[src/rtl/pu_datapath_nested.sv]
// Gumnut-style processing datapath: register bank, ALU with registered result, C/Z flags,
// registered port write path and a shadow stack that saves/restores flags across nested interrupts.
module pu_datapath_nested #(
  parameter  int DATA_W     = 8,
  parameter  int NREGS      = 8,
  parameter  int FLAG_DEPTH = 4,
  localparam int RSEL_W     = $clog2(NREGS),
  localparam int DEPTH_W    = $clog2(FLAG_DEPTH + 1),
  localparam int CNT_W      = $clog2(DATA_W)
) (
  input  logic               clk_i,
  input  logic               rst_ni,
  input  logic               cen_i,
  input  logic [RSEL_W-1:0]  rs_i,
  input  logic [RSEL_W-1:0]  rs2_i,
  input  logic [RSEL_W-1:0]  rd_i,
  input  logic               dp_sel_i,
  input  logic [DATA_W-1:0]  immed_i,
  input  logic [CNT_W-1:0]   count_i,
  input  logic               op2_sel_i,
  input  logic [3:0]         alu_op_i,
  input  logic               alu_en_i,
  input  logic               flag_we_i,
  input  logic               reg_we_i,
  input  logic [1:0]         reg_mux_i,
  input  logic [DATA_W-1:0]  data_dat_i,
  input  logic [DATA_W-1:0]  port_dat_i,
  input  logic               port_we_i,
  input  logic               int_entry_i,
  input  logic               reti_i,
  output logic [DATA_W-1:0]  data_addr_o,
  output logic [DATA_W-1:0]  data_wdat_o,
  output logic               port_we_o,
  output logic [DATA_W-1:0]  port_addr_o,
  output logic [DATA_W-1:0]  port_dat_o,
  output logic               cc_c_o,
  output logic               cc_z_o,
  output logic [DEPTH_W-1:0] stk_depth_o,
  output logic               stk_err_o
);

  localparam int IDX_W = (FLAG_DEPTH > 1) ? $clog2(FLAG_DEPTH) : 1;

  logic [DATA_W-1:0]  regs [NREGS];
  logic [DATA_W-1:0]  din_data_p1, din_port_p1, alu_res_p1;
  logic               port_vld_p1;
  logic [DATA_W-1:0]  port_addr_p1, port_dat_p1;
  logic               c_q, z_q;
  logic [1:0]         stk_q [FLAG_DEPTH];
  logic [DEPTH_W-1:0] depth_q;
  logic               err_q;

  logic [DATA_W-1:0]  rs_val, rd2_val, op2_val, alu_res, wr_dat;
  logic [DATA_W:0]    alu_out;
  logic               alu_c, alu_z;
  logic               stk_full, stk_empty;
  logic [DEPTH_W-1:0] depth_m1;
  logic [IDX_W-1:0]   push_idx, pop_idx;
  logic [1:0]         pop_val;

  function automatic logic [DATA_W-1:0] read_reg(input logic [RSEL_W-1:0] sel);
    if (sel == '0 || int'(sel) >= NREGS) return '0;
    return regs[sel];
  endfunction

  // Returns {carry, result}; shifts/rotates report the last bit moved out as carry.
  function automatic logic [DATA_W:0] alu_f(input logic [3:0] op,
                                            input logic [DATA_W-1:0] a,
                                            input logic [DATA_W-1:0] b,
                                            input logic ci,
                                            input logic [CNT_W-1:0] n);
    logic [DATA_W:0]     shl, shr;
    logic [2*DATA_W-1:0] rol, ror;
    logic [DATA_W:0]     r;
    shl = {1'b0, a} << n;
    shr = {a, 1'b0} >> n;
    rol = {a, a} << n;
    ror = {a, a} >> n;
    r   = '0;
    case (op)
      4'd0:    r = {1'b0, a} + {1'b0, b};
      4'd1:    r = {1'b0, a} + {1'b0, b} + {{DATA_W{1'b0}}, ci};
      4'd2:    r = {1'b0, a} - {1'b0, b};
      4'd3:    r = {1'b0, a} - {1'b0, b} - {{DATA_W{1'b0}}, ci};
      4'd4:    r = {1'b0, a & b};
      4'd5:    r = {1'b0, a | b};
      4'd6:    r = {1'b0, a ^ b};
      4'd7:    r = {1'b0, a & ~b};
      4'd8:    r = shl;
      4'd9:    r = {shr[0], shr[DATA_W:1]};
      4'd10:   r = {shl[DATA_W], rol[2*DATA_W-1:DATA_W]};
      4'd11:   r = {shr[0], ror[DATA_W-1:0]};
      default: r = '0;
    endcase
    return r;
  endfunction

  always_comb begin
    rs_val    = read_reg(rs_i);
    rd2_val   = dp_sel_i ? read_reg(rd_i) : read_reg(rs2_i);
    op2_val   = op2_sel_i ? immed_i : rd2_val;
    alu_out   = alu_f(alu_op_i, rs_val, op2_val, c_q, count_i);
    alu_res   = alu_out[DATA_W-1:0];
    alu_c     = alu_out[DATA_W];
    alu_z     = (alu_res == '0);
    stk_full  = (int'(depth_q) == FLAG_DEPTH);
    stk_empty = (depth_q == '0);
    depth_m1  = depth_q - DEPTH_W'(1);
    push_idx  = depth_q[IDX_W-1:0];
    pop_idx   = depth_m1[IDX_W-1:0];
    pop_val   = stk_empty ? 2'b00 : stk_q[pop_idx];
    case (reg_mux_i)
      2'b00:   wr_dat = alu_res_p1;
      2'b01:   wr_dat = din_data_p1;
      2'b10:   wr_dat = din_port_p1;
      default: wr_dat = '0;
    endcase
  end

  // Stage p1: register bank write and input/result capture registers
  always_ff @(posedge clk_i) begin
    if (!rst_ni) begin
      for (int i = 0; i < NREGS; i++) regs[i] <= '0;
      din_data_p1 <= '0;
      din_port_p1 <= '0;
      alu_res_p1  <= '0;
    end else if (cen_i) begin
      if (reg_we_i && rd_i != '0) regs[rd_i] <= wr_dat;
      din_data_p1 <= data_dat_i;
      din_port_p1 <= port_dat_i;
      if (alu_en_i) alu_res_p1 <= alu_res;
    end
  end

  // Stage p1: port write strobe travels with its address/data
  always_ff @(posedge clk_i) begin
    if (!rst_ni) begin
      port_vld_p1  <= 1'b0;
      port_addr_p1 <= '0;
      port_dat_p1  <= '0;
    end else begin
      port_vld_p1 <= cen_i & port_we_i;
      if (cen_i && port_we_i) begin
        port_addr_p1 <= alu_res;
        port_dat_p1  <= rd2_val;
      end
    end
  end

  // Flags and shadow stack; a simultaneous push wins over the pop but still flags an error.
  always_ff @(posedge clk_i) begin
    if (!rst_ni) begin
      c_q     <= 1'b0;
      z_q     <= 1'b0;
      depth_q <= '0;
      err_q   <= 1'b0;
      for (int i = 0; i < FLAG_DEPTH; i++) stk_q[i] <= 2'b00;
    end else if (cen_i) begin
      if (int_entry_i) begin
        if (stk_full) begin
          err_q <= 1'b1;
        end else begin
          stk_q[push_idx] <= {c_q, z_q};
          depth_q         <= depth_q + DEPTH_W'(1);
        end
        if (reti_i) err_q <= 1'b1;
      end else if (reti_i) begin
        if (stk_empty) err_q <= 1'b1;
        else           depth_q <= depth_m1;
      end
      if (flag_we_i) begin
        c_q <= alu_c;
        z_q <= alu_z;
      end else if (reti_i && !int_entry_i) begin
        {c_q, z_q} <= pop_val;
      end
    end
  end

  assign data_addr_o = alu_res;
  assign data_wdat_o = rd2_val;
  assign port_we_o   = port_vld_p1;
  assign port_addr_o = port_addr_p1;
  assign port_dat_o  = port_dat_p1;
  assign cc_c_o      = c_q;
  assign cc_z_o      = z_q;
  assign stk_depth_o = depth_q;
  assign stk_err_o   = err_q;

endmodule
[config.mk]
export PLATFORM = sky130hd
export DESIGN_NAME = pu_datapath_nested
export DESIGN_NICKNAME = d
export VERILOG_FILES = /design/src/rtl/pu_datapath_nested.sv
export SDC_FILE = /design/constraint.sdc
export NUM_CORES = 1
export LEC_CHECK = 0
export BUFFER_PORTS_ARGS = -buffer_cell sky130_fd_sc_hd__buf_4
export CORE_UTILIZATION = 65
export CTS_CLUSTER_SIZE = 16
export DETAILED_ROUTE_END_ITERATION = 7
export HOLD_SLACK_MARGIN = 0.1
export PLACE_DENSITY = 0.87
export SETUP_SLACK_MARGIN = 0.05
export SYNTH_ARGS = -nofsm -noshare
export SYNTH_HDL_FRONTEND = slang
export SYNTH_SLANG_ARGS = --single-unit
export TNS_END_PERCENT = 1
[constraint.sdc]
create_clock -name clk_i -period 8.6 [get_ports clk_i]
set_input_delay 0.86 -clock clk_i [delete_from_list [all_inputs] [get_ports clk_i]]
set_output_delay 0.86 -clock clk_i [all_outputs]
set_load 0.01 [all_outputs]
== Word-level counts from Yosys, hierarchy flattened ==
Memory sizes are Yosys's and may differ from the RTL's.
Cells that the tools add are included.

* Bits in registers: 47
* RAM bits: 72
* Input bits: 53
* Word-level logic and storage cells: 109
* Memories: 2

{| class="wikitable"
|+ Memory list
! memory !! words !! bits a word !! read ports !! clocked after memory_dff !! write ports !! line !! RTL
|-
| regs || 8 || 8 || 3 || 0 || 8 || 44 || <nowiki>logic [DATA_W-1:0] regs [NREGS];</nowiki>
|-
| stk_q || 4 || 2 || 1 || 0 || 4 || 49 || <nowiki>logic [1:0] stk_q [FLAG_DEPTH];</nowiki>
|}

* Add/sub/neg operators: 6
* Eq/ne operators: 16
* Shift operators: 4
* Muxes and demuxes: 43
* Bitwise logic cells: 6
* Reduce and logical (&&, ||, !) cells: 22

{| class="wikitable"
|+ Operators by type and width
! cell !! count
|-
| $pmux 9 s12 || 1
|-
| $mux 8 || 9
|-
| $mux 1 || 24
|-
| $pmux 8 s3 || 1
|-
| $and 8x8->8 || 2
|-
| $eq 4x3->1 const B || 4
|-
| $eq 4x4->1 const B || 4
|-
| $shl 16x3->16 || 1
|-
| $shr 16x3->8 || 1
|-
| $mux 3 || 5
|-
| $logic_not 3->1 || 4
|-
| $add 8x8->9 || 1
|-
| $add 9x1->9 || 1
|-
| $shl 8x3->9 || 1
|-
| $shr 9x3->9 || 1
|-
| $sub 8x8->9 || 1
|-
| $sub 9x1->9 || 1
|-
| $eq 4x2->1 const B || 2
|-
| $logic_not 8->1 || 1
|-
| $not 8->8 || 1
|-
| $or 8x8->8 || 1
|-
| $reduce_and 4->1 || 2
|-
| $reduce_bool 2->1 || 4
|-
| $reduce_or 8->1 || 1
|-
| other kinds (17) || 23
|}

== Longest topological paths before layout ==
Gate-level depths: netlist (run 1).

* Word-level depth: 10
* Gate-level depth with buffers: 19
* Depth with buffers taken out: 17

== Worst setup path after synthesis (run 1) ==
OpenSTA, ideal clock, no wires.

* Kind: input to output
* Start: input port rd_i[1]
* End: output port data_addr_o[2]
* Arrival: 4.507 ns
* Setup slack: 3.233 ns
* Stages on the path: 15
* Path buffers: 1
* Cell sequence: buf_2 > mux2_1 > a221oi_1 > o32ai_2 > o21a_1 > ha_1 > fa_1 > ha_1 > xor2_1 > a2bb2o_1 > a21oi_1 > a2bb2oi_1 > nand4_1 > a2111oi_0 > nand4b_1

* Cells in the longest elaborated chain, start to end: 8
* Elaborated cells between the ends (all ways): 16
* Classes of those cells: add/sub: 4; mux: 5; bitwise: 5; reduce/logical: 1; memory: 1

{| class="wikitable"
|+ Ends and longest elaborated chain
! element !! line !! RTL
|-
| start, declared || 16 || <nowiki>input logic [RSEL_W-1:0] rd_i,</nowiki>
|-
| parallel branches: the longest is 2 deep, another holds $mem_v2 8x8 || n/a ||
|-
| $mux 8 (*) || 63 || <nowiki>return regs[sel];</nowiki>
|-
| $mux 8 (*) || 100 || <nowiki>rd2_val = dp_sel_i ? read_reg(rd_i) : read_reg(rs2_i);</nowiki>
|-
| via data_wdat_o[0] || 32 || <nowiki>output logic [DATA_W-1:0] data_wdat_o,</nowiki>
|-
| $mux 8 (*) || 101 || <nowiki>op2_val = op2_sel_i ? immed_i : rd2_val;</nowiki>
|-
| $sub 8x8->9 / $add 8x8->9 (equally long branches) || n/a ||
|-
| $sub 9x1->9 / $add 9x1->9 (equally long branches) || 84, 82 ||
|-
| $pmux 9 s12 (*) || 80 || <nowiki>case (op)</nowiki>
|-
| end, declared || 31 || <nowiki>output logic [DATA_W-1:0] data_addr_o,</nowiki>
|}

Mark *: on every way through the listed nets, which the timed path passes.

== Final worst setup path (run 1) ==
* Start: input port rd_i[1]
* End: output port data_addr_o[6]

* Cells in the longest elaborated chain, start to end: 8
* Elaborated cells between the ends (all ways): 16
* Classes of those cells: add/sub: 4; mux: 5; bitwise: 5; reduce/logical: 1; memory: 1

{| class="wikitable"
|+ Ends and longest elaborated chain
! element !! line !! RTL
|-
| parallel branches: the longest is 2 deep, another holds $mem_v2 8x8 || n/a ||
|-
| $mux 8 (*) || 63 ||
|-
| $mux 8 (*) || 100 ||
|-
| $mux 8 (*) || 101 ||
|-
| $sub 8x8->9 (tied with other cells) || 83, 84 ||
|-
| $sub 9x1->9 (tied with other cells) || 84 || <nowiki>4'd3: r = {1'b0, a} - {1'b0, b} - {{DATA_W{1'b0}}, ci};</nowiki>
|-
| $pmux 9 s12 (*) || 80 ||
|}

Every way passes the cells marked *.

==> results of run 1 <==
[routing by layer]
| metal | track usage (%) | vias to the layer above | part of all wire [%] |
|---|---|---|---|
| met5 | 0 | - | 0 |
| met4 | 19.1 | 0 | 4.9 |
| met3 | 11.4 | 138 | 14 |
| met2 | 61.3 | 793 | 43 |
| met1 | 56.3 | 4145 | 39 |
| li1 | - | 3896 | - |
[layout by cell type (no fill, tap or decap), types with 7 or more instances in the layout]
| master | count |
|---|---|
| sky130_fd_sc_hd__o211ai_1 | 11 |
| sky130_fd_sc_hd__nor3_1 | 27 |
| sky130_fd_sc_hd__mux2_2 | 24 |
| sky130_fd_sc_hd__dfxtp_1 | 47 |
| sky130_fd_sc_hd__nand4_1 | 7 |
| sky130_fd_sc_hd__mux2_1 | 8 |
| sky130_fd_sc_hd__ha_1 | 31 |
| sky130_fd_sc_hd__xnor2_1 | 15 |
| sky130_fd_sc_hd__nor2_1 | 176 |
| sky130_fd_sc_hd__nor4_1 | 10 |
| sky130_fd_sc_hd__inv_1 | 38 |
| sky130_fd_sc_hd__or3_1 | 9 |
| sky130_fd_sc_hd__buf_4 | 92 |
| sky130_fd_sc_hd__nor2b_1 | 20 |
| sky130_fd_sc_hd__and3_1 | 7 |
| sky130_fd_sc_hd__edfxtp_1 | 65 |
| sky130_fd_sc_hd__o31ai_1 | 7 |
| sky130_fd_sc_hd__nand3_1 | 22 |
| sky130_fd_sc_hd__xor2_1 | 7 |
| sky130_fd_sc_hd__a221oi_1 | 15 |
| sky130_fd_sc_hd__a21oi_1 | 40 |
| sky130_fd_sc_hd__clkbuf_16 | 9 |
| sky130_fd_sc_hd__nand2_1 | 78 |
| sky130_fd_sc_hd__o21ai_0 | 31 |
| sky130_fd_sc_hd__nand2b_1 | 17 |
| sky130_fd_sc_hd__mux2i_1 | 60 |
| sky130_fd_sc_hd__o22ai_1 | 16 |
| sky130_fd_sc_hd__mux4_2 | 19 |
| sky130_fd_sc_hd__a211oi_1 | 19 |
[cell type report]
| type | instances | area, um2 |
|---|---|---|
| tap | 176 | 220 |
| inverter | 44 | 165 |
| clock buffer | 9 | 225 |
| timing repair buffer | 92 | 691 |
| sequential | 112 | 2890 |
| fill | 1044 | 3490 |
| multi-input combinational | 810 | 5680 |
| clock inverter | 7 | 86.3 |
[cell families after synthesis]
| group | synth area share, % |
|---|---|
| adder cells (fa/ha/maj) | 4.68 |
| multiplexers | 15.2 |
| XOR/XNOR | 2.11 |
| AND/OR/NAND/NOR | 21.1 |
| flip-flops | 31.7 |
| buffers and inverters | 6.20 |
| other | 0.0410 |
| AO/OA/AOI/OAI | 19.0 |
[through the flow]
| stage | cells | hold slack (ns) | area [um2] | setup WS (ns) |
|---|---|---|---|---|
| after global placement | 1234 | 0.456 | 9650 | 2.09 |
| after detailed placement | 1234 | 0.485 | 9650 | 1.99 |
| after global routing | 1250 | 0.523 | 9960 | 1.46 |
| after CTS | 1250 | 0.507 | 9960 | 1.98 |
| after floorplan | 1047 | 0.460 | 9140 | 3.23 |
| final | 1250 | 0.495 | 9960 | 1.77 |
[cells in the mapped netlist, types with 7 or more instances]
cell type / count
sky130_fd_sc_hd__mux4_2: 19
sky130_fd_sc_hd__xor2_1: 7
sky130_fd_sc_hd__buf_1: 10
sky130_fd_sc_hd__nor3_1: 27
sky130_fd_sc_hd__a21oi_1: 40
sky130_fd_sc_hd__o31ai_1: 7
sky130_fd_sc_hd__mux2_2: 24
sky130_fd_sc_hd__nor2b_1: 20
sky130_fd_sc_hd__dfxtp_1: 47
sky130_fd_sc_hd__and3_1: 7
sky130_fd_sc_hd__buf_6: 9
sky130_fd_sc_hd__or3_1: 9
sky130_fd_sc_hd__mux2_1: 8
sky130_fd_sc_hd__inv_1: 38
sky130_fd_sc_hd__o22ai_1: 16
sky130_fd_sc_hd__nand2b_1: 17
sky130_fd_sc_hd__edfxtp_1: 65
sky130_fd_sc_hd__a211oi_1: 19
sky130_fd_sc_hd__o21ai_0: 31
sky130_fd_sc_hd__clkbuf_1: 46
sky130_fd_sc_hd__o211ai_1: 11
sky130_fd_sc_hd__nor2_1: 176
sky130_fd_sc_hd__buf_2: 12
sky130_fd_sc_hd__nand2_1: 78
sky130_fd_sc_hd__nor4_1: 10
sky130_fd_sc_hd__nand4_1: 7
sky130_fd_sc_hd__xnor2_1: 15
sky130_fd_sc_hd__mux2i_1: 60
sky130_fd_sc_hd__nand3_1: 22
sky130_fd_sc_hd__ha_1: 31
sky130_fd_sc_hd__a221oi_1: 15
[critical path: stages]
cell                       delay [ns]
sky130_fd_sc_hd__buf_4           0.31
sky130_fd_sc_hd__nor2b_1         0.66
sky130_fd_sc_hd__a22oi_1         0.20
sky130_fd_sc_hd__o211ai_1        0.18
sky130_fd_sc_hd__o21ai_0         0.27
sky130_fd_sc_hd__o21a_1          0.32
sky130_fd_sc_hd__ha_1            0.35
sky130_fd_sc_hd__o21bai_1        0.19
sky130_fd_sc_hd__a21o_1          0.19
sky130_fd_sc_hd__a211oi_1        0.55
sky130_fd_sc_hd__nor4b_1         0.46
sky130_fd_sc_hd__xnor2_1         0.11
sky130_fd_sc_hd__nand2_1         0.10
sky130_fd_sc_hd__o211ai_1        0.11
sky130_fd_sc_hd__nor3b_1         0.80
sky130_fd_sc_hd__inv_1           0.12
sky130_fd_sc_hd__buf_4           0.18
[registers in the layout, summed over array words and instances, names as in the netlist, 3 cells and up]
name         count
stk_depth_o      3
alu_res_p1       8
din_port_p1      8
port_dat_o       8
din_data_p1      8
stk_q            8
port_addr_o      8
regs            57
[where the power goes]
part	internal (mW)	switching [mW]	total [mW]
logic	0.210	0.339	0.550
clock network	0.211	0.227	0.437
registers	0.594	0.0265	0.621
[worst max-delay path by stage]
stage	endpoint	slack, ns	depth (start not counted)
after floorplan	data_addr_o[2]	3.23	15
after global placement	data_addr_o[6]	2.09	16
after detailed placement	data_addr_o[6]	1.99	16
after CTS	data_addr_o[6]	1.98	16
after global routing	data_addr_o[6]	1.46	16
final	data_addr_o[6]	1.77	17
==> run_results.csv, run 1 <==
group,metric,value,unit
status,status,"finished clean",
timing,skew,0.0163,ns
cts,cts.htree.levels,3,
timing,max_clock_freq,0.146,GHz
floorplan,chipHeight,121,um
synth,syn-mean-instance-area,8.73,um2
synth,post_synthesis_net_count,1133,
detailed_routing,drcViolationCount,0,
synth,synth.ff_latch_count,112,
synth,synth_top_flop_cell,"sky130_fd_sc_hd__edfxtp_1",
hold_path,min_path_cells,2,
cts,clkSlewWorstSetupHoldPaths,0.08,ns
setup_path,rr_worst_depth,16,
cts,tritoncts.num_buffers,9,
floorplan,initial_core_util,67.9,%
synth,synthTopCellsByArea,"sky130_fd_sc_hd__edfxtp_1 21%, sky130_fd_sc_hd__dfxtp_1 10%, sky130_fd_sc_hd__nor2_1 7.2%",
setup_path,timing.setup.critical_path_class,"input pin to output pin",
power,total_leakage_power,3.96,nW
detailed_routing,drtAntennaViolNets,0,
floorplan,die_area,0.0145,mm2
timing,final.min_clock_period,6.83,ns
place,number_of_buffers_added_on_ports,91,
hold_path,holdCritStartpoint,"stk_err_o$_SDFFE_PN0P_",
timing,period_share,79.4,%
setup_path,required_time_worst_endpoint,7.74,ns
floorplan,floorplan.core_area,0.0135,mm2
cts,clock_sinks,112,
final_layout,final_core_utilization,74.0,%
timing,finalHoldViolCount,0,
setup_path,arrival,5.97,ns
timing,slew_violations,0,
grt,wire_length_of_the_first_global_routing_pass,45.7,mm
synth,synth_cells,1047,
power,irDropWorstVdd,200,uV
detailed_routing,detailroute.via_count,8972,
detailed_routing,first_drt_pass_iteration_count,7,
detailed_routing,detail_route.vias_per_cell,7.18,
synth,synth_warnings,0,
grt,grt_util_all_layers,41.4,%
timing,setup-violations-final,0,
floorplan,placementRows,42,
setup_path,critical_path_fanouts_max,30,
place,place_congestion,1.09,
detailed_routing,routed_wirelength,29.7,mm
power,power.density_cell_area,161,mW/mm2
synth,yosysTopAreaCellShare,21.4,%
grt,first_global_vias,8390,
cts,cts_repair_resize_count,0,
timing,slew_headroom,34.9,%
synth,netlist_area,0.00914,mm2
floorplan,die_w,121,um
floorplan,ios,92,
cts,post-cts-setup-buffer-count,0,
grt,antenna_found_initial,0,
synth,count_of_unique_library_cells_instantiated_by_yosys,92,
cts,cts_buffer_depth,2,
synth,synth_largest_area_cell,"sky130_fd_sc_hd__edfxtp_1",
cts,tritoncts,"done",
grt,largest_net_degree_at_the_start_of_global_routing,47,
synth,synth-edff-count,65,
final_layout,final_net_count,1155,
setup_path,r2r_slack,3.53,ns
synth,synthArstFlopShare,0,%
setup_path,worst_setup_path_start_kind,"input pin",
hold_path,min_path_type,"flop to flop",
setup_path,critPathCaptureType,"output pin",
hold_path,timing.hold.worst_endpoint,"stk_err_o$_SDFFE_PN0P_",
timing,slew_of_the_pin_with_the_lowest_slew_margin,0.967,ns
setup_path,timing.rr.start,"regs[6][0]$_SDFFCE_PN0P_",
cts,root_buffer,"sky130_fd_sc_hd__clkbuf_16",
grt,grt_remaining_overflow,0,
cts,post_cts_hold_buffer_count,0,
place,half_perimeter_wire_length_after_detailed_placement,21.9,mm
power,report.power.total,1.61,mW
final_layout,areaGrowthSynthToFinish,8.98,%
detailed_routing,avgRoutedWirePerCell,23.7,um
timing,totalNegativeSetupSlack,0,ns
setup_path,capturing_point_of_the_worst_reg2reg_path,"cc_z_o$_SDFFE_PN0P_",
job,drv_cap,0,
cts,clock_latency,0.37,ns
final_layout,layout_cell_share_with_drive_strength_beyond_1,16.3,%
detailed_routing,drt-initial-drc-count,1645,
timing,rsz_0062_raised_after_global_routing,"false",
final_layout,insertedDiodeCount,0,
synth,synth-seq-area-share,31.7,%
setup_path,cp-startpoint,"rd_i[1]",
No activity file was read; power rests on OpenSTA's default activity.
==> run 2, diff against run 1 <==
CORE_UTILIZATION = 61   (was 65)
PLACE_DENSITY = 0.82   (was 0.87)
clock period = 6.5 ns   (was 8.6 ns; I/O delays follow)
==> run 2 against run 1 <==
Effect of this change:
- sequential share of layout area shrank 0.051 points
- design area grew 0.18%
- via count shrank 3.2%
- first-iteration DRC count shrank 25%
- die area grew 6.4%
- sequential power grew 32%
- sequential cell count is the same
- global-route usage shrank 2.1 points
- clock power grew 28%
- final cell count grew 0.88%
- combinational power grew 32%
==> run_results.csv, run 2 (synthesized netlist as in run 1, its figures left out) <==
group,metric,value,unit
status,status,"finished clean",
setup_path,timing.setup.critical_path_class,"input pin to output pin",
floorplan,placementRows,44,
detailed_routing,routed_wirelength,30.5,mm
place,place_congestion,0.995,
final_layout,layout_cell_share_with_drive_strength_beyond_1,16.4,%
timing,setup-violations-final,0,
grt,largest_net_degree_at_the_start_of_global_routing,47,
floorplan,chipHeight,124,um
timing,period_share,95.1,%
setup_path,timing.critical_path.mode_cell,"sky130_fd_sc_hd__buf_4",
detailed_routing,detail_route.vias_per_cell,6.89,
timing,final.min_clock_period,6.18,ns
setup_path,required_time_worst_endpoint,5.85,ns
timing,totalNegativeSetupSlack,0,ns
hold_path,min_path_type,"flop to flop",
setup_path,path_delay_family,"simple AND/OR/NAND/NOR gates",
detailed_routing,first_drt_pass_iteration_count,6,
cts,post_cts_hold_buffer_count,0,
final_layout,most-common-layout-cells,"176 x sky130_fd_sc_hd__nor2_1, 95 x sky130_fd_sc_hd__buf_4, 78 x sky130_fd_sc_hd__nand2_1, 65 x sky130_fd_sc_hd__edfxtp_1, 60 x sky130_fd_sc_hd__mux2i_1",
cts,clock_sinks,112,
final_layout,insertedDiodeCount,0,
timing,slew_headroom,29.7,%
final_layout,final_core_utilization,68.4,%
setup_path,cp_slowest_stage_delay,0.83,ns
power,p_seq_share,38.9,%
setup_path,slowest_cell_on_the_critical_path,"sky130_fd_sc_hd__nor3_1",
place,dpl-instance-area,0.00968,mm2
detailed_routing,drtAntennaViolNets,0,
final_layout,layout.cell_area.non_filler,0.00998,mm2
timing,slew_of_the_pin_with_the_lowest_slew_margin,1.06,ns
place,number_of_buffers_added_on_ports,91,
power,netSwitchingPower,765,uW
final_layout,mostFrequentLayoutCell,"sky130_fd_sc_hd__nor2_1",
detailed_routing,avgRoutedWirePerCell,24.2,um
grt,grt_util_all_layers,39.3,%
floorplan,initial_core_util,62.6,%
setup_path,arrival,5.53,ns
timing,slew_violations,0,
cts,tritoncts.num_buffers,9,
floorplan,die_area,0.0155,mm2
cts,cts_repair_resize_count,0,
cts,cts.htree.levels,3,
power,clock_share_of_power,26.6,%
timing,rsz_0062_raised_after_global_routing,"false",
floorplan,ios,92,
setup_path,critical_path_fanouts_max,20,
detailed_routing,drt-initial-drc-count,1231,
timing,skew,0.0170,ns
setup_path,worst_setup_path_start_kind,"input pin",
final_layout,largest_register,"regs",
grt,wire_length_of_the_first_global_routing_pass,47.0,mm
timing,whs,0.493,ns
setup_path,critPathCaptureType,"output pin",
cts,cts_buffer_depth,2,
timing,max_clock_freq,0.162,GHz
power,comb_power_share,34.5,%
timing,finalHoldViolCount,0,
power,power.internal,1.34,mW
power,report.power.total,2.11,mW
power,power.density_cell_area,211,mW/mm2
cts,post-cts-setup-buffer-count,0,
setup_path,critical_path_buf_inv_count,3,
grt,first_global_vias,8127,
job,drv_cap,0,
grt,antenna_found_initial,0,
power,net_switching_share_of_the_total_power,36.3,%
cts,tritoncts,"done",
detailed_routing,drcViolationCount,0,
cts,clkSlewWorstSetupHoldPaths,0.08,ns
grt,grt_remaining_overflow,0,
setup_path,series_of_cell_instances_along_the_critical_path,"buf_4, and2b_1, a221oi_1, o32ai_1, mux2i_1, ha_1, nor2b_1, o311ai_0, nand4b_1, o311ai_1, nand3_1, xor2_1, o22ai_1, nor3_1, inv_1, buf_4",
detailed_routing,detailroute.via_count,8685,
final_layout,areaGrowthSynthToFinish,9.17,%
floorplan,die_w,124,um
place,half_perimeter_wire_length_after_detailed_placement,22.8,mm
floorplan,floorplan.core_area,0.0146,mm2
final_layout,final_net_count,1158,
final_layout,number_of_flip_flops_under_the_largest_register_name,57,
cts,root_buffer,"sky130_fd_sc_hd__clkbuf_16",
power,irDropWorstVdd,260,uV
power,total_leakage_power,3.96,nW
cts,clock_latency,0.36,ns
[run 2: cell count changes in the layout (fill, tap and decap cells not counted), sizes merged]
cell	before	now
inv	48	47
clkbuf	9	10
buf	92	95
[run 2: tightest hold or removal path, cell delays in order, from the launching register on]
cell and delay, ns:
sky130_fd_sc_hd__dfxtp_1 0.34, sky130_fd_sc_hd__a21oi_1 0.05, sky130_fd_sc_hd__nor2_1 0.08
[run 2: area by class of cell]
type | instances | area [um2]
sequential | 112 | 2890
tap | 184 | 230
multi-input combinational | 810 | 5680
inverter | 44 | 165
clock buffer | 10 | 229
clock inverter | 6 | 67.6
timing repair buffer | 95 | 713
fill | 1151 | 4610
[run 2: through the flow]
step           cells  setup WS, ns
3_5_place_dp    1245         0.552
2_1_floorplan   1047          1.55
3_3_place_gp    1245         0.626
5_1_grt         1261         0.142
4_1_cts         1261         0.529
6_report        1261         0.318
[run 2: worst paths after layout]
| kind | start | to | slack (ns) | cells after the start |
|---|---|---|---|---|
| max reg2reg | regs[7][0]$_SDFFCE_PN0P_ | cc_z_o$_SDFFE_PN0P_ | 1.44 | 16 |
| min reg2reg | stk_err_o$_SDFFE_PN0P_ | stk_err_o$_SDFFE_PN0P_ | 0.49 | 2 |
| min | stk_err_o$_SDFFE_PN0P_ | stk_err_o$_SDFFE_PN0P_ | 0.49 | 2 |
| max | rs2_i[0] | data_addr_o[7] | 0.32 | 16 |
[run 2: per-layer routing]
metal	global-route usage, %	up-vias	part of all wire, %
met5	0	-	0
met4	14.5	0	3.8
met3	10.7	86	12
met2	56.9	570	42
met1	56.0	4110	42
li1	-	3919	-
[run 2: power groups by stage]
stage / Sequential (mW) / Combinational [mW] / Clock (mW)
floorplan: 0.825 / 0.494 / 0
global placement: 0.834 / 0.701 / 0
detailed placement: 0.835 / 0.701 / 0
CTS: 0.819 / 0.706 / 0.557
global route: 0.825 / 0.776 / 0.589
finish: 0.821 / 0.726 / 0.560
==> run 3, diff against run 2 <==
--- a/config.mk
+++ b/config.mk
@@ -12,3 +12,3 @@
 export HOLD_SLACK_MARGIN = 0.1
-export PLACE_DENSITY = 0.82
+export PLACE_DENSITY = 0.87
 export SETUP_SLACK_MARGIN = 0.05
==> constraint.sdc (replaced) <==
create_clock -name clk_i -period 6.5 [get_ports clk_i]
set_input_delay 0.975 -clock clk_i [delete_from_list [all_inputs] [get_ports clk_i]]
set_output_delay 0.975 -clock clk_i [all_outputs]
set_load 0.01 [all_outputs]
==> run 3 against run 2 <==
Effect of this change:
- core utilization is 1.5 points higher
- highest routed layer unchanged
- via count is 3.5% higher
- first-iteration DRC count is 23% higher
- global-route usage is 0.14 points higher
- sequential power hardly changed
- clock-buffer cell count is 1 lower
- final cell count is 2.1% higher
- power is 2.4% higher
==> run_results.csv, run 3 (synthesized netlist as in run 1, its figures left out) <==
group,metric,value,unit
cts,clock_latency,0.35,ns
place,half_perimeter_wire_length_after_detailed_placement,23.2,mm
timing,finalHoldViolCount,0,
power,irDropWorstVdd,259,uV
setup_path,required_time_worst_endpoint,5.52,ns
power,report.power.total,2.16,mW
timing,setup-violations-final,0,
place,place_congestion,1.03,
floorplan,chipHeight,124,um
final_layout,number_of_flip_flops_under_the_largest_register_name,57,
grt,first_global_vias,8298,
final_layout,final_net_count,1185,
timing,totalNegativeSetupSlack,0,ns
detailed_routing,avgRoutedWirePerCell,24.1,um
timing,period_share,96.7,%
setup_path,r2r_slack,1.51,ns
timing,whs,0.492,ns
setup_path,worst_setup_path_start_kind,"input pin",
final_layout,most-common-layout-cells,"176 x sky130_fd_sc_hd__nor2_1, 122 x sky130_fd_sc_hd__buf_4, 78 x sky130_fd_sc_hd__nand2_1, 65 x sky130_fd_sc_hd__edfxtp_1, 60 x sky130_fd_sc_hd__mux2i_1",
grt,grt_util_all_layers,39.5,%
final_layout,largest_register,"regs",
place,place.detailed.instances,1272,
cts,clkSlewWorstSetupHoldPaths,0.07,ns
setup_path,timing.setup.critical_path_class,"input pin to output pin",
floorplan,ios,92,
power,power.internal,1.40,mW
final_layout,areaGrowthSynthToFinish,11.6,%
power,power.density_cell_area,212,mW/mm2
floorplan,placementRows,44,
final_layout,final_core_utilization,69.9,%
detailed_routing,drtAntennaViolNets,0,
cts,post_cts_hold_buffer_count,0,
timing,max_clock_freq,0.159,GHz
cts,tritoncts,"done",
power,comb_power_share,35.4,%
place,setup_slack_placement,0.294,ns
power,netSwitchingPower,758,uW
detailed_routing,first_drt_pass_iteration_count,6,
power,clock_share_of_power,26.5,%
detailed_routing,detailroute.via_count,8985,
timing,setup_ws,0.216,ns
setup_path,critPathCaptureType,"output pin",
grt,grt_remaining_overflow,0,
floorplan,die_area,0.0155,mm2
detailed_routing,drt-initial-drc-count,1515,
floorplan,floorplan.core_area,0.0146,mm2
timing,slew_of_the_pin_with_the_lowest_slew_margin,1.02,ns
power,p_seq_share,38.1,%
final_layout,insertedDiodeCount,0,
detailed_routing,detail_route.vias_per_cell,6.98,
timing,slew_violations,0,
final_layout,layout_cell_share_with_drive_strength_beyond_1,18.6,%
cts,root_buffer,"sky130_fd_sc_hd__clkbuf_16",
detailed_routing,routed_wirelength,31.1,mm
cts,post-cts-setup-buffer-count,0,
setup_path,critical_path_fanouts_max,30,
place,dpl-instance-area,0.00988,mm2
final_layout,nFillCells,1102,
floorplan,initial_core_util,62.6,%
grt,largest_net_degree_at_the_start_of_global_routing,47,
place,number_of_buffers_added_on_ports,91,
timing,slew_headroom,31.4,%
cts,cts_buffer_depth,2,
status,status,"finished clean",
timing,rsz_0062_raised_after_global_routing,"false",
cts,cts.htree.levels,3,
detailed_routing,drcViolationCount,0,
cts,cts_repair_resize_count,0,
final_layout,layout.cell_area.non_filler,0.0102,mm2
cts,clock_sinks,112,
timing,final.min_clock_period,6.28,ns
floorplan,die_w,124,um
power,net_switching_share_of_the_total_power,35.1,%
final_layout,mostFrequentLayoutCell,"sky130_fd_sc_hd__nor2_1",
job,drv_cap,0,
grt,antenna_found_initial,0,
setup_path,arrival,5.31,ns
power,total_leakage_power,4.10,nW
hold_path,min_path_type,"flop to flop",
timing,skew,0.00942,ns
grt,wire_length_of_the_first_global_routing_pass,47.7,mm
cts,tritoncts.num_buffers,9,
final_layout,layout.cells.non_filler,1288,
==> run 3: cell count changes in the layout (fill, tap and decap cells not counted) <==
cell	previous run	this run
sky130_fd_sc_hd__bufinv_16	0	1
sky130_fd_sc_hd__inv_6	0	2
sky130_fd_sc_hd__clkinvlp_4	0	1
sky130_fd_sc_hd__buf_4	95	122
sky130_fd_sc_hd__clkbuf_1	1	0
sky130_fd_sc_hd__inv_8	3	0
==> run 3: power groups by stage <==
stage,clock [mW],sequential (mW),combinational [mW]
after global placement,0,0.833,0.733
after CTS,0.569,0.820,0.743
after floorplan,0,0.825,0.494
after global routing,0.597,0.825,0.813
final,0.572,0.822,0.765
after detailed placement,0,0.835,0.736
==> run 3: metal layers <==
| metal | share of wire [%] | wire length (um) | global-route usage (%) |
|---|---|---|---|
| met5 | 0 | 0 | 0 |
| met1 | 37 | 11500 | 50.7 |
| met2 | 45 | 14000 | 63.0 |
| met3 | 12 | 3870 | 8.33 |
| met4 | 5.4 | 1670 | 19.6 |
==> run 3: critical path, cell delays in order <==
cell and delay, ns:
sky130_fd_sc_hd__buf_4 0.31, sky130_fd_sc_hd__mux2_1 0.37, sky130_fd_sc_hd__a221oi_1 0.25, sky130_fd_sc_hd__o32ai_1 0.14
sky130_fd_sc_hd__buf_4 0.19, sky130_fd_sc_hd__mux2i_1 0.21, sky130_fd_sc_hd__buf_4 0.15, sky130_fd_sc_hd__inv_1 0.03
sky130_fd_sc_hd__ha_1 0.20, sky130_fd_sc_hd__or2_1 0.26, sky130_fd_sc_hd__o21ai_0 0.23, sky130_fd_sc_hd__xor2_1 0.47
sky130_fd_sc_hd__o22ai_1 0.17, sky130_fd_sc_hd__a221o_1 0.28, sky130_fd_sc_hd__a221oi_1 0.24, sky130_fd_sc_hd__o221ai_1 0.26
sky130_fd_sc_hd__nor2_1 0.32, sky130_fd_sc_hd__inv_1 0.09, sky130_fd_sc_hd__buf_4 0.15
==> run 3: layout make-up <==
type	instances	area (um2)	area share [%]
Clock buffer	9	225	2.21
Multi-Input combinational cell	810	5680	55.7
Clock inverter	7	88.8	0.871
Inverter	44	165	1.62
Sequential cell	112	2890	28.4
Tap cell	184	230	2.26
Timing Repair Buffer	122	916	8.98
==> run 3: path summary, 6_finish.rpt <==
check,to,start,cells after the start
max,data_addr_o[3],rd_i[1],19
min,stk_err_o$_SDFFE_PN0P_,stk_err_o$_SDFFE_PN0P_,2
max reg2reg,cc_z_o$_SDFFE_PN0P_,regs[6][0]$_SDFFCE_PN0P_,17
min reg2reg,stk_err_o$_SDFFE_PN0P_,stk_err_o$_SDFFE_PN0P_,2
